## config.mk

```make
export PLATFORM = sky130hd
export DESIGN_NAME = i2s_tx_feeder
export DESIGN_NICKNAME = d
export VERILOG_FILES = /design/src/rtl/i2s_tx_feeder.sv
export SDC_FILE = /design/constraint.sdc
export NUM_CORES = 1
export LEC_CHECK = 0
export ABC_AREA = 1
export CAP_MARGIN = 20
export CORE_ASPECT_RATIO = 0.5
export CORE_MARGIN = 3
export CORE_UTILIZATION = 35
export CTS_CLUSTER_DIAMETER = 200
export CTS_CLUSTER_SIZE = 10
export DETAILED_ROUTE_END_ITERATION = 10
export PLACE_DENSITY = 0.53
export SLEW_MARGIN = 30
export SYNTH_ARGS = -nofsm -noshare
export SYNTH_HDL_FRONTEND = slang
export SYNTH_SLANG_ARGS = --single-unit
```

## constraint.sdc

```tcl
create_clock -name mclk_in -period 5.45 [get_ports mclk_in]
set_input_delay 0.545 -clock mclk_in [delete_from_list [all_inputs] [get_ports mclk_in]]
set_output_delay 0.545 -clock mclk_in [all_outputs]
set_load 0.05 [all_outputs]
```

## src/rtl/i2s_tx_feeder.sv

```systemverilog
// Stereo sample FIFO feeding the I2S transmitter parallel inputs, one L/R pair per LRCK frame.
// Optional I2S_TX_FEEDER_HOLD_EN: repeat the last pair on underflow instead of emitting silence.
module i2s_tx_feeder #(
  parameter int PDATA_WIDTH = 32,
  parameter int FIFO_DEPTH  = 8
) (
  input  logic                         mclk_in,
  input  logic                         arstn_in,
  input  logic                         lrck_in,
  input  logic                         s_valid_in,
  output logic                         s_ready_out,
  input  logic [PDATA_WIDTH-1:0]       s_ldata_in,
  input  logic [PDATA_WIDTH-1:0]       s_rdata_in,
  output logic [PDATA_WIDTH-1:0]       pldata_out,
  output logic [PDATA_WIDTH-1:0]       prdata_out,
  output logic [$clog2(FIFO_DEPTH):0]  level_out,
  output logic                         underflow_out
);

  localparam int AW = $clog2(FIFO_DEPTH);
  localparam logic [AW:0] DEPTH_L = (AW+1)'(FIFO_DEPTH);

  logic [2*PDATA_WIDTH-1:0] mem [FIFO_DEPTH];
  logic [AW-1:0]            wr_ptr;
  logic [AW-1:0]            rd_ptr;
  logic [AW:0]              level;
  logic                     rdy_q;
  logic                     lrck_d;
  logic                     full;
  logic                     empty;
  logic                     tick;
  logic                     push;
  logic                     pop;

  assign full        = (level == DEPTH_L);
  assign empty       = (level == '0);
  assign s_ready_out = rdy_q & ~full;
  assign push        = s_valid_in & s_ready_out;
  // rdy_q masks the first cycle after release, so a low LRCK against the
  // reset value of lrck_d is not mistaken for a frame start.
  assign tick        = lrck_d & ~lrck_in & rdy_q;
  assign pop         = tick & ~empty;
  assign level_out   = level;

  always_ff @(posedge mclk_in) begin
    if (push) mem[wr_ptr] <= {s_ldata_in, s_rdata_in};
  end

  always_ff @(posedge mclk_in or negedge arstn_in) begin
    if (!arstn_in) begin
      rdy_q  <= 1'b0;
      lrck_d <= 1'b1;
      wr_ptr <= '0;
      rd_ptr <= '0;
      level  <= '0;
    end else begin
      rdy_q  <= 1'b1;
      lrck_d <= lrck_in;
      if (push) wr_ptr <= wr_ptr + 1'b1;
      if (pop)  rd_ptr <= rd_ptr + 1'b1;
      case ({push, pop})
        2'b10:   level <= level + 1'b1;
        2'b01:   level <= level - 1'b1;
        default: level <= level;
      endcase
    end
  end

  always_ff @(posedge mclk_in or negedge arstn_in) begin
    if (!arstn_in) begin
      pldata_out    <= '0;
      prdata_out    <= '0;
      underflow_out <= 1'b0;
    end else begin
      underflow_out <= tick & empty;
      if (pop) begin
        {pldata_out, prdata_out} <= mem[rd_ptr];
      end else if (tick) begin
`ifdef I2S_TX_FEEDER_HOLD_EN
        pldata_out <= pldata_out;
        prdata_out <= prdata_out;
`else
        pldata_out <= '0;
        prdata_out <= '0;
`endif
      end
    end
  end

endmodule

```

==> flow_summary.ini, run 1 <==
[power]
vdd_ir_drop_max_mv = 0.2749
p_clk_share_pct = 28.2
powerDensity_mw_per_mm2 = 536.9
power_frac_comb_pct = 31.9
netSwitchingFraction_pct = 36.22
internal_power_uw = 9279
finalPower_uw = 14550
p_leak_uw = 0.009409
power_switching_uw = 5269
p_seq_share_pct = 39.9

[die]
core-area_mm2 = 0.06409
ios = 138
die_area_mm2 = 0.06920
start_util_pct = 35.99
dieWidth_um = 369.0
rows = 65
die_h_um = 187.5

[clock_network]
clock-sinks = 589
ctsResizeCount = 0
cts.clk_slew.worst_paths_ps = 50
ctsHtreeMaxLevel = 3
root_buffer = clkbuf_16
post_cts_buffers = 0
clockBufferDepth = 3
worstSkewPairLatency_ps = 570
numCtsBuffers = 68
cts_tree = built

[global_route]
first_global_vias = 14270
grt_max_degree = 168
antenna_found_initial = 3
grtUsageMet3_pct = 2.496
grtUsageMet1_pct = 21.20
use_met2_pct = 26.36
top_usage_layer = met2
grt_pass1_wl_um = 84640
grt_use_total_pct = 15.67
grt_overflow = 0

[routing]
routedWlPerCell_um = 18.72
via_per_inst = 4.863
drc = 0
dr_total_vias = 14180
routed_wl_um = 54580
drt-initial-drc-count = 1056
dr.pass1.iters = 7
postRouteAntennaNets = 0

[sta]
finClkSkew_ps = 19.67
finalCritPeriodShare_pct = 53.64
hold_violations = 0
slew_headroom_pct = 31.35
max_freq_ghz = 0.3421
rsz0062_at_grt = no
maxSlewViolCount = 0
worst_slew_pin_slew_ps = 1030
setup_violations = 0
fin_tns_setup_ps = 0
min_period_ps = 2923

[yosys]
avgSynthCellArea_um2 = 12.36
yosys-top-cells-area = edfxtp_1 67%, nor2_1 8.4%, dfrtp_1 8.2%
syn_area_mm2 = 0.02306
seq_area_frac_synth_pct = 75.02
synth_cells = 1866
yosysWarnings = 0
synth-seq-cells = 589
yosysTopAreaCell = edfxtp_1
synthesis.nets = 1939
netlist.area_leader.share_pct = 66.66
ys_types = 24

[hold_path]
min_path_type = in -> reg

[setup_path]
path_cells = buf_12 -> buf_4 -> nor2_1 -> nor2_1 -> o21ai_0 -> nand3_1 -> nand3_1 -> nand2_1
worstPathArrival_ps = 3430
slowest_stage = dfrtp_4
setup.worst_path.end_class = register
startpoint_type = register
worst-path-buf-inv = 2
cp_max_fo = 167
slowest_delay_ps = 720
crit_family = buffers and inverters
cp_data_required_time_ps = 5950
worstSetupPathType = reg -> reg

[run]
cap_violations = 0

[finish]
nFillCells = 5988
nets = 2062
final_layout_size_suffix_gt1_share_pct = 5.830
area_growth_pct = 17.49

[place]
dpl.hpwl_um = 27850
port_buffers = 137
gp_congestion = 0.6983

[run_status]
status = finished clean
-- cell families after synthesis --
kind of cell,share of synthesized area [%]
AND/OR/NAND/NOR,15.36
flip-flops,75.02
AO/OA/AOI/OAI,5.685
buffers and inverters,3.385
XOR/XNOR,0.2658
adder cells (fa/ha/maj),0.2712
other,0.01626
-- cell usage after synthesis --
master    instances
clkbuf_2         18
nor2_1          519
dfrtp_1          76
clkbuf_1         16
nand3_1         196
o21ai_1          91
buf_6            25
nor3_1            8
and2_1            1
ha_1              5
edfxtp_1        512
buf_1             2
inv_1            10
inv_4             1
nand2_1         151
buf_2            43
buf_4            10
inv_2             2
dfstp_2           1
xnor2_1           3
xor2_1            4
conb_1            1
o21ai_0         169
a21oi_1           2
-- metal layers --
layer	vias to the layer above	wire length (um)
li1	6799	-
met1	7053	25220
met2	252	26370
met3	72	2011
met4	0	981
met5	-	0
-- flip-flops by register name, indices dropped and copies added, names as in the netlist --
signal	cells
mem	512
pldata_out	32
prdata_out	32
level_out	4
rd_ptr	3
wr_ptr	3
lrck_d	1
rdy_q	1
underflow_out	1
-- cells in the final DEF (no fill, tap or decap) --
master,instances
buf_4,27
edfxtp_1,512
buf_12,1
diode_2,3
inv_1,8
conb_1,1
and2_1,1
o21ai_1,91
nor3_2,8
dfrtp_2,1
o21ai_0,169
ha_1,5
inv_6,2
buf_16,1
dfstp_2,1
dlygate4sd3_1,1
inv_2,2
inv_8,1
xnor2_1,3
clkbuf_16,71
clkdlybuf4s50_1,136
nand2_1,151
dfrtp_4,2
xor2_1,4
dfrtp_1,73
clkinv_2,1
nor2_1,519
a21oi_1,2
buf_6,1
clkbuf_1,50
nand3_1,196
-- power groups by stage --
stage | sequential (uW) | clock [uW] | combinational (uW)
6_report | 5810 | 4110 | 4640
3_3_place_gp | 5890 | 0 | 4660
4_1_cts | 5820 | 4200 | 4720
3_5_place_dp | 5900 | 0 | 4710
2_1_floorplan | 6550 | 0 | 2730
5_1_grt | 5870 | 4400 | 5160
-- per-stage QoR --
stage               hold slack (ps)  cell area, um^2  utilization [%]  cells  setup slack, ps
global placement              463.9            25070            39.12   2788             2181
detailed placement            465.6            25080            39.13   2788             2204
finish                        416.3            27100            42.28   2915             2527
global route                  410.4            27100            42.28   2915             2254
CTS                           385.2            27060            42.22   2911             2489
floorplan                     249.4            23060                -   1866            -1214
-- path summary, 6_finish.rpt --
check	startpoint	end	slack, ps	cells past startpoint
max	rd_ptr[0]	pldata_out[29]	2530	8
min	lrck_in	lrck_d	420	1
max reg2reg	rd_ptr[0]	pldata_out[29]	2530	8
min reg2reg	prdata_out[22]	prdata_out[22]	480	2
max in group asynchronous	arstn_in	rd_ptr[0]	3620	3
min in group asynchronous	arstn_in	prdata_out[25]	510	2
-- repair_timing --
action | in CTS | in global routing
hold buffers | 1 | 0
setup endpoints to repair | 0 | 0
hold endpoints to repair | 29 | 0
-- final cells by class --
class                      instances  area (um^2)  area share [%]
antenna                            3        7.507         0.02770
tap                              871         1090           4.022
inverter                          13        62.56          0.2309
clock inverter                     1        8.758         0.03232
multi-input combinational       1150         5021           18.53
sequential                       589        17310           63.88
clock buffer                     121         1964           7.249
timing repair buffer             167         1633           6.025
Note: power is estimated with default switching activity, not from simulation.
==> inputs of run 2 (changes only) <==
==> constraint.sdc (replaced) <==
create_clock -name mclk_in -period 2.4 [get_ports mclk_in]
set_input_delay 0.24 -clock mclk_in [delete_from_list [all_inputs] [get_ports mclk_in]]
set_output_delay 0.24 -clock mclk_in [all_outputs]
set_load 0.05 [all_outputs]
==> flow_summary.ini, run 2 (synthesized netlist as in run 1, its figures left out) <==
[global_route]
grt_overflow = 0
grt_max_degree = 94
grt_pass1_wl_um = 84770
first_global_vias = 14160
grt_use_total_pct = 15.77
antenna_found_initial = 2

[place]
gp_congestion = 0.7163
dpl.hpwl_um = 28500
port_buffers = 137
place_ws_ps = 186.0
placed_cells = 2801

[run]
cap_violations = 0

[routing]
drc = 0
dr.pass1.iters = 4
postRouteAntennaNets = 0
via_per_inst = 4.833
dr_total_vias = 14160
routedWlPerCell_um = 18.56
routed_wl_um = 54350
drt-initial-drc-count = 1077

[sta]
setup_ws_ps = 200.2
hold_violations = 0
max_freq_ghz = 0.4546
slew_headroom_pct = 51.89
finalCritPeriodShare_pct = 91.66
setup_violations = 0
rsz0062_at_grt = no
finClkSkew_ps = 23.41
fin_tns_setup_ps = 0
min_period_ps = 2200
worst_slew_pin_slew_ps = 721.7
maxSlewViolCount = 0

[die]
die_h_um = 187.5
core-area_mm2 = 0.06409
die_area_mm2 = 0.06920
rows = 65
dieWidth_um = 369.0
start_util_pct = 35.99
ios = 138

[setup_path]
rr_startpoint = level_out[1]
setup.worst_path.end_class = register
r2r_slack_ps = 200
crit_start = level_out[1]
startpoint_type = register
worstPathArrival_ps = 2660
worstSetupPathType = reg -> reg
cp_max_fo = 15
cp_data_required_time_ps = 2860

[power]
p_seq_share_pct = 38.8
internal_power_uw = 21490
netSwitchingFraction_pct = 36.10
power_frac_comb_pct = 33.1
power_switching_uw = 12140
p_leak_uw = 0.009628
powerDensity_mw_per_mm2 = 1218
vdd_ir_drop_max_mv = 0.5457
p_clk_share_pct = 28.1

[clock_network]
clock-sinks = 589
cts_tree = built
root_buffer = clkbuf_16
ctsHtreeMaxLevel = 3
cts.clk_slew.worst_paths_ps = 60
clockBufferDepth = 3
numCtsBuffers = 68
worstSkewPairLatency_ps = 580

[finish]
largest_reg_flops = 512
post-route-util_pct = 43.09
area_growth_pct = 19.74
final_layout_size_suffix_gt1_share_pct = 6.907
reg_top3 = mem x512, pldata_out x32, prdata_out x32
mostFrequentLayoutCell = nor2_1
top_register = mem
mostFrequentLayoutCells = 518 x nor2_1, 512 x edfxtp_1, 196 x nand3_1, 169 x o21ai_0, 150 x nand2_1
nets = 2074
final_cell_count_no_fill = 2929
nFillCells = 5903

[hold_path]
holdCritStartpoint = lrck_in
min_path_type = in -> reg

[run_status]
status = finished clean
-- run 2: power groups by stage --
stage	clock network (uW)	registers, uW	logic (uW)
2_1_floorplan	0	14800	6290
3_3_place_gp	0	13300	11200
3_5_place_dp	0	13300	11300
4_1_cts	9690	13100	11300
5_1_grt	10200	13200	12400
6_report	9450	13000	11100
-- run 2: cell type report --
| class | count | area [um^2] | area share, % |
|---|---|---|---|
| clock buffer | 121 | 1964 | 7.113 |
| sequential | 589 | 17320 | 62.70 |
| tap | 871 | 1090 | 3.946 |
| inverter | 13 | 56.30 | 0.2039 |
| multi-input combinational | 1150 | 5084 | 18.41 |
| timing repair buffer | 179 | 2056 | 7.443 |
| antenna | 2 | 5.005 | 0.01812 |
| clock inverter | 4 | 46.29 | 0.1676 |
-- run 2: what timing repair did --
action	in CTS	in global routing
gates resized for setup	0	1
endpoints found under the setup margin	0	1
hold buffers	1	0
endpoints found under the hold margin	24	0
setup buffers	0	0
-- run 2: metrics by stage --
| stage | power (uW) | hold WS [ps] | area, um^2 |
|---|---|---|---|
| floorplan | 21130 | -55.59 | 23180 |
| global placement | 24460 | 215.7 | 25590 |
| detailed placement | 24580 | 220.9 | 25590 |
| CTS | 34110 | 87.65 | 27610 |
| global route | 35720 | 104.0 | 27620 |
| finish | 33630 | 115.7 | 27620 |
-- run 2: per-layer routing --
layer	vias to the layer above	global-route usage, %	part of all wire (%)
met5	-	0	0
met4	0	4.203	2.1
met3	85	2.533	4.0
met2	253	26.36	48
met1	6994	21.46	46
li1	6825	-	-
-- run 2: path summary, 6_finish.rpt --
check	to	cells past startpoint
min reg2reg	pldata_out[7]	2
min in group asynchronous	pldata_out[29]	2
min	lrck_d	1
max	level_out[2]	12
max in group asynchronous	prdata_out[29]	3
max reg2reg	level_out[2]	12
-- run 2: worst max-delay path: stages (launching register included) --
cell and delay, ps:
dfrtp_2 440, nor2_2 130, nand3_1 80, and2_4 150, nand2_4 250, ha_1 270
nand2_1 70, inv_1 60, nor2_1 50, ha_1 170, a21oi_1 150, xor2_1 160
o21ai_0 80
==> inputs of run 3 (changes only) <==
--- a/config.mk
+++ b/config.mk
@@ -10,6 +10,7 @@
 export CORE_ASPECT_RATIO = 0.5
 export CORE_MARGIN = 3
 export CORE_UTILIZATION = 35
+export CTS_BUF_LIST = sky130_fd_sc_hd__clkbuf_4
 export CTS_CLUSTER_DIAMETER = 200
 export CTS_CLUSTER_SIZE = 10
 export DETAILED_ROUTE_END_ITERATION = 10
==> flow_summary.ini, run 3 (synthesized netlist as in run 1, its figures left out) <==
[run_status]
status = finished clean

[finish]
largest_reg_flops = 512
nets = 2077
design_area_mm2 = 0.02658
reg_top3 = mem x512, pldata_out x32, prdata_out x32
mostFrequentLayoutCell = nor2_1
final_layout_size_suffix_gt1_share_pct = 9.422
mostFrequentLayoutCells = 518 x nor2_1, 512 x edfxtp_1, 196 x nand3_1, 169 x o21ai_0, 150 x nand2_1
area_growth_pct = 15.26
top_register = mem
nFillCells = 5988

[clock_network]
cts.clk_slew.worst_paths_ps = 110
numCtsBuffers = 68
clock-sinks = 589
clockBufferDepth = 3
root_buffer = clkbuf_4
post_cts_buffers = 0
cts_tree = built
worstSkewPairLatency_ps = 780
ctsHtreeMaxLevel = 3

[routing]
drt-initial-drc-count = 1004
postRouteAntennaNets = 0
routed_wl_um = 54580
via_per_inst = 4.834
dr_total_vias = 14180
drc = 0
routedWlPerCell_um = 18.61
dr.pass1.iters = 5

[power]
vdd_ir_drop_max_mv = 0.5424
powerDensity_mw_per_mm2 = 1118
p_leak_uw = 0.009324
finalPower_uw = 29710

[sta]
slew_headroom_pct = 51.19
maxSlewViolCount = 0
min_period_ps = 2260
fin_tns_setup_ps = 0
setup_violations = 0
hold_violations = 0
worst_slew_pin_slew_ps = 732.2
whs_ps = 194.5
finalCritPeriodShare_pct = 94.17
finClkSkew_ps = 59.45
max_freq_ghz = 0.4425

[setup_path]
cp_data_required_time_ps = 2160
path_cells = clkdlybuf4s50_1
slowest_delay_ps = 830
startpoint_type = register
slowest_stage = clkdlybuf4s50_1
rr_startpoint = level_out[1]
setup.worst_path.end_class = output port
worstSetupPathType = reg -> out
worstReg2RegEnd = level_out[2]
r2r_cells = 12
worst-path-buf-inv = 1
worstPathArrival_ps = 2020
r2r_slack_ps = 190
cp_max_fo = 2
crit_family = buffers and inverters

[hold_path]
hold_path_end = mem[5][29]
holdCritStartpoint = s_rdata_in[29]
min_path_cells = 1
min_path_type = in -> reg

[global_route]
antenna_found_initial = 3
grt_pass1_wl_um = 84720
first_global_vias = 14110
grt_overflow = 0
grt_use_total_pct = 15.81
grt_max_degree = 94

[die]
ios = 138
die_h_um = 187.5
core-area_mm2 = 0.06409
start_util_pct = 35.99
die_area_mm2 = 0.06920
rows = 65
dieWidth_um = 369.0

[run]
cap_violations = 0

[place]
dpl.hpwl_um = 28500
place_area_mm2 = 0.02559
gp_congestion = 0.7163
port_buffers = 137
-- run 3: timing repair --
item                       4_1_cts  5_1_grt
gates resized for setup          1        8
cloned                           0        0
hold endpoints to repair        78        0
hold buffers                     4        0
setup endpoints to repair        1        7
-- run 3: worst max-delay path by stage --
stage	start	slack (ps)	cells past startpoint	end
global route	pldata_out[0]	-0.05	1	pldata_out[0]
floorplan	level_out[1]	-780	6	mem[1][0]
detailed placement	level_out[1]	190	12	level_out[2]
finish	pldata_out[20]	140	1	pldata_out[20]
CTS	pldata_out[19]	0.6	1	pldata_out[19]
global placement	level_out[1]	220	12	level_out[2]
-- run 3: layout make-up --
type	count	area, um^2	share of cell area [%]
multi-input cells	1150	5084	19.12
clock buffers	121	908.4	3.417
well taps	871	1090	4.099
clock inverters	4	18.77	0.07060
flip-flops and latches	589	17320	65.14
diodes	3	7.507	0.02824
repair buffers	182	2103	7.912
inverters	13	56.30	0.2118
-- run 3: where the power goes --
part           internal, uW  leakage, uW  switching, uW  total [uW]
Combinational          3560      0.00318           7580       11100
Sequential            12400      0.00558            653       13000
Clock                  2260     0.000570           3310        5570
Total                 18200      0.00932          11500       29700
-- run 3: layer usage --
| layer | GRT usage (%) | routed length [um] | vias to the layer above |
|---|---|---|---|
| met5 | 0 | 0 | - |
| met4 | 4.187 | 1119 | 0 |
| met3 | 2.589 | 2093 | 87 |
| met2 | 26.30 | 26240 | 262 |
| met1 | 21.59 | 25130 | 6987 |
| li1 | - | - | 6841 |
-- run 3: metrics by stage --
step / utilization, % / cells / setup WS, ps
2_1_floorplan: - / 1866 / -783.9
3_3_place_gp: 39.92 / 2801 / 217.6
3_5_place_dp: 39.92 / 2801 / 186.0
4_1_cts: 41.45 / 2930 / 0.5922
5_1_grt: 41.48 / 2933 / -0.05174
6_report: 41.48 / 2933 / 140.0
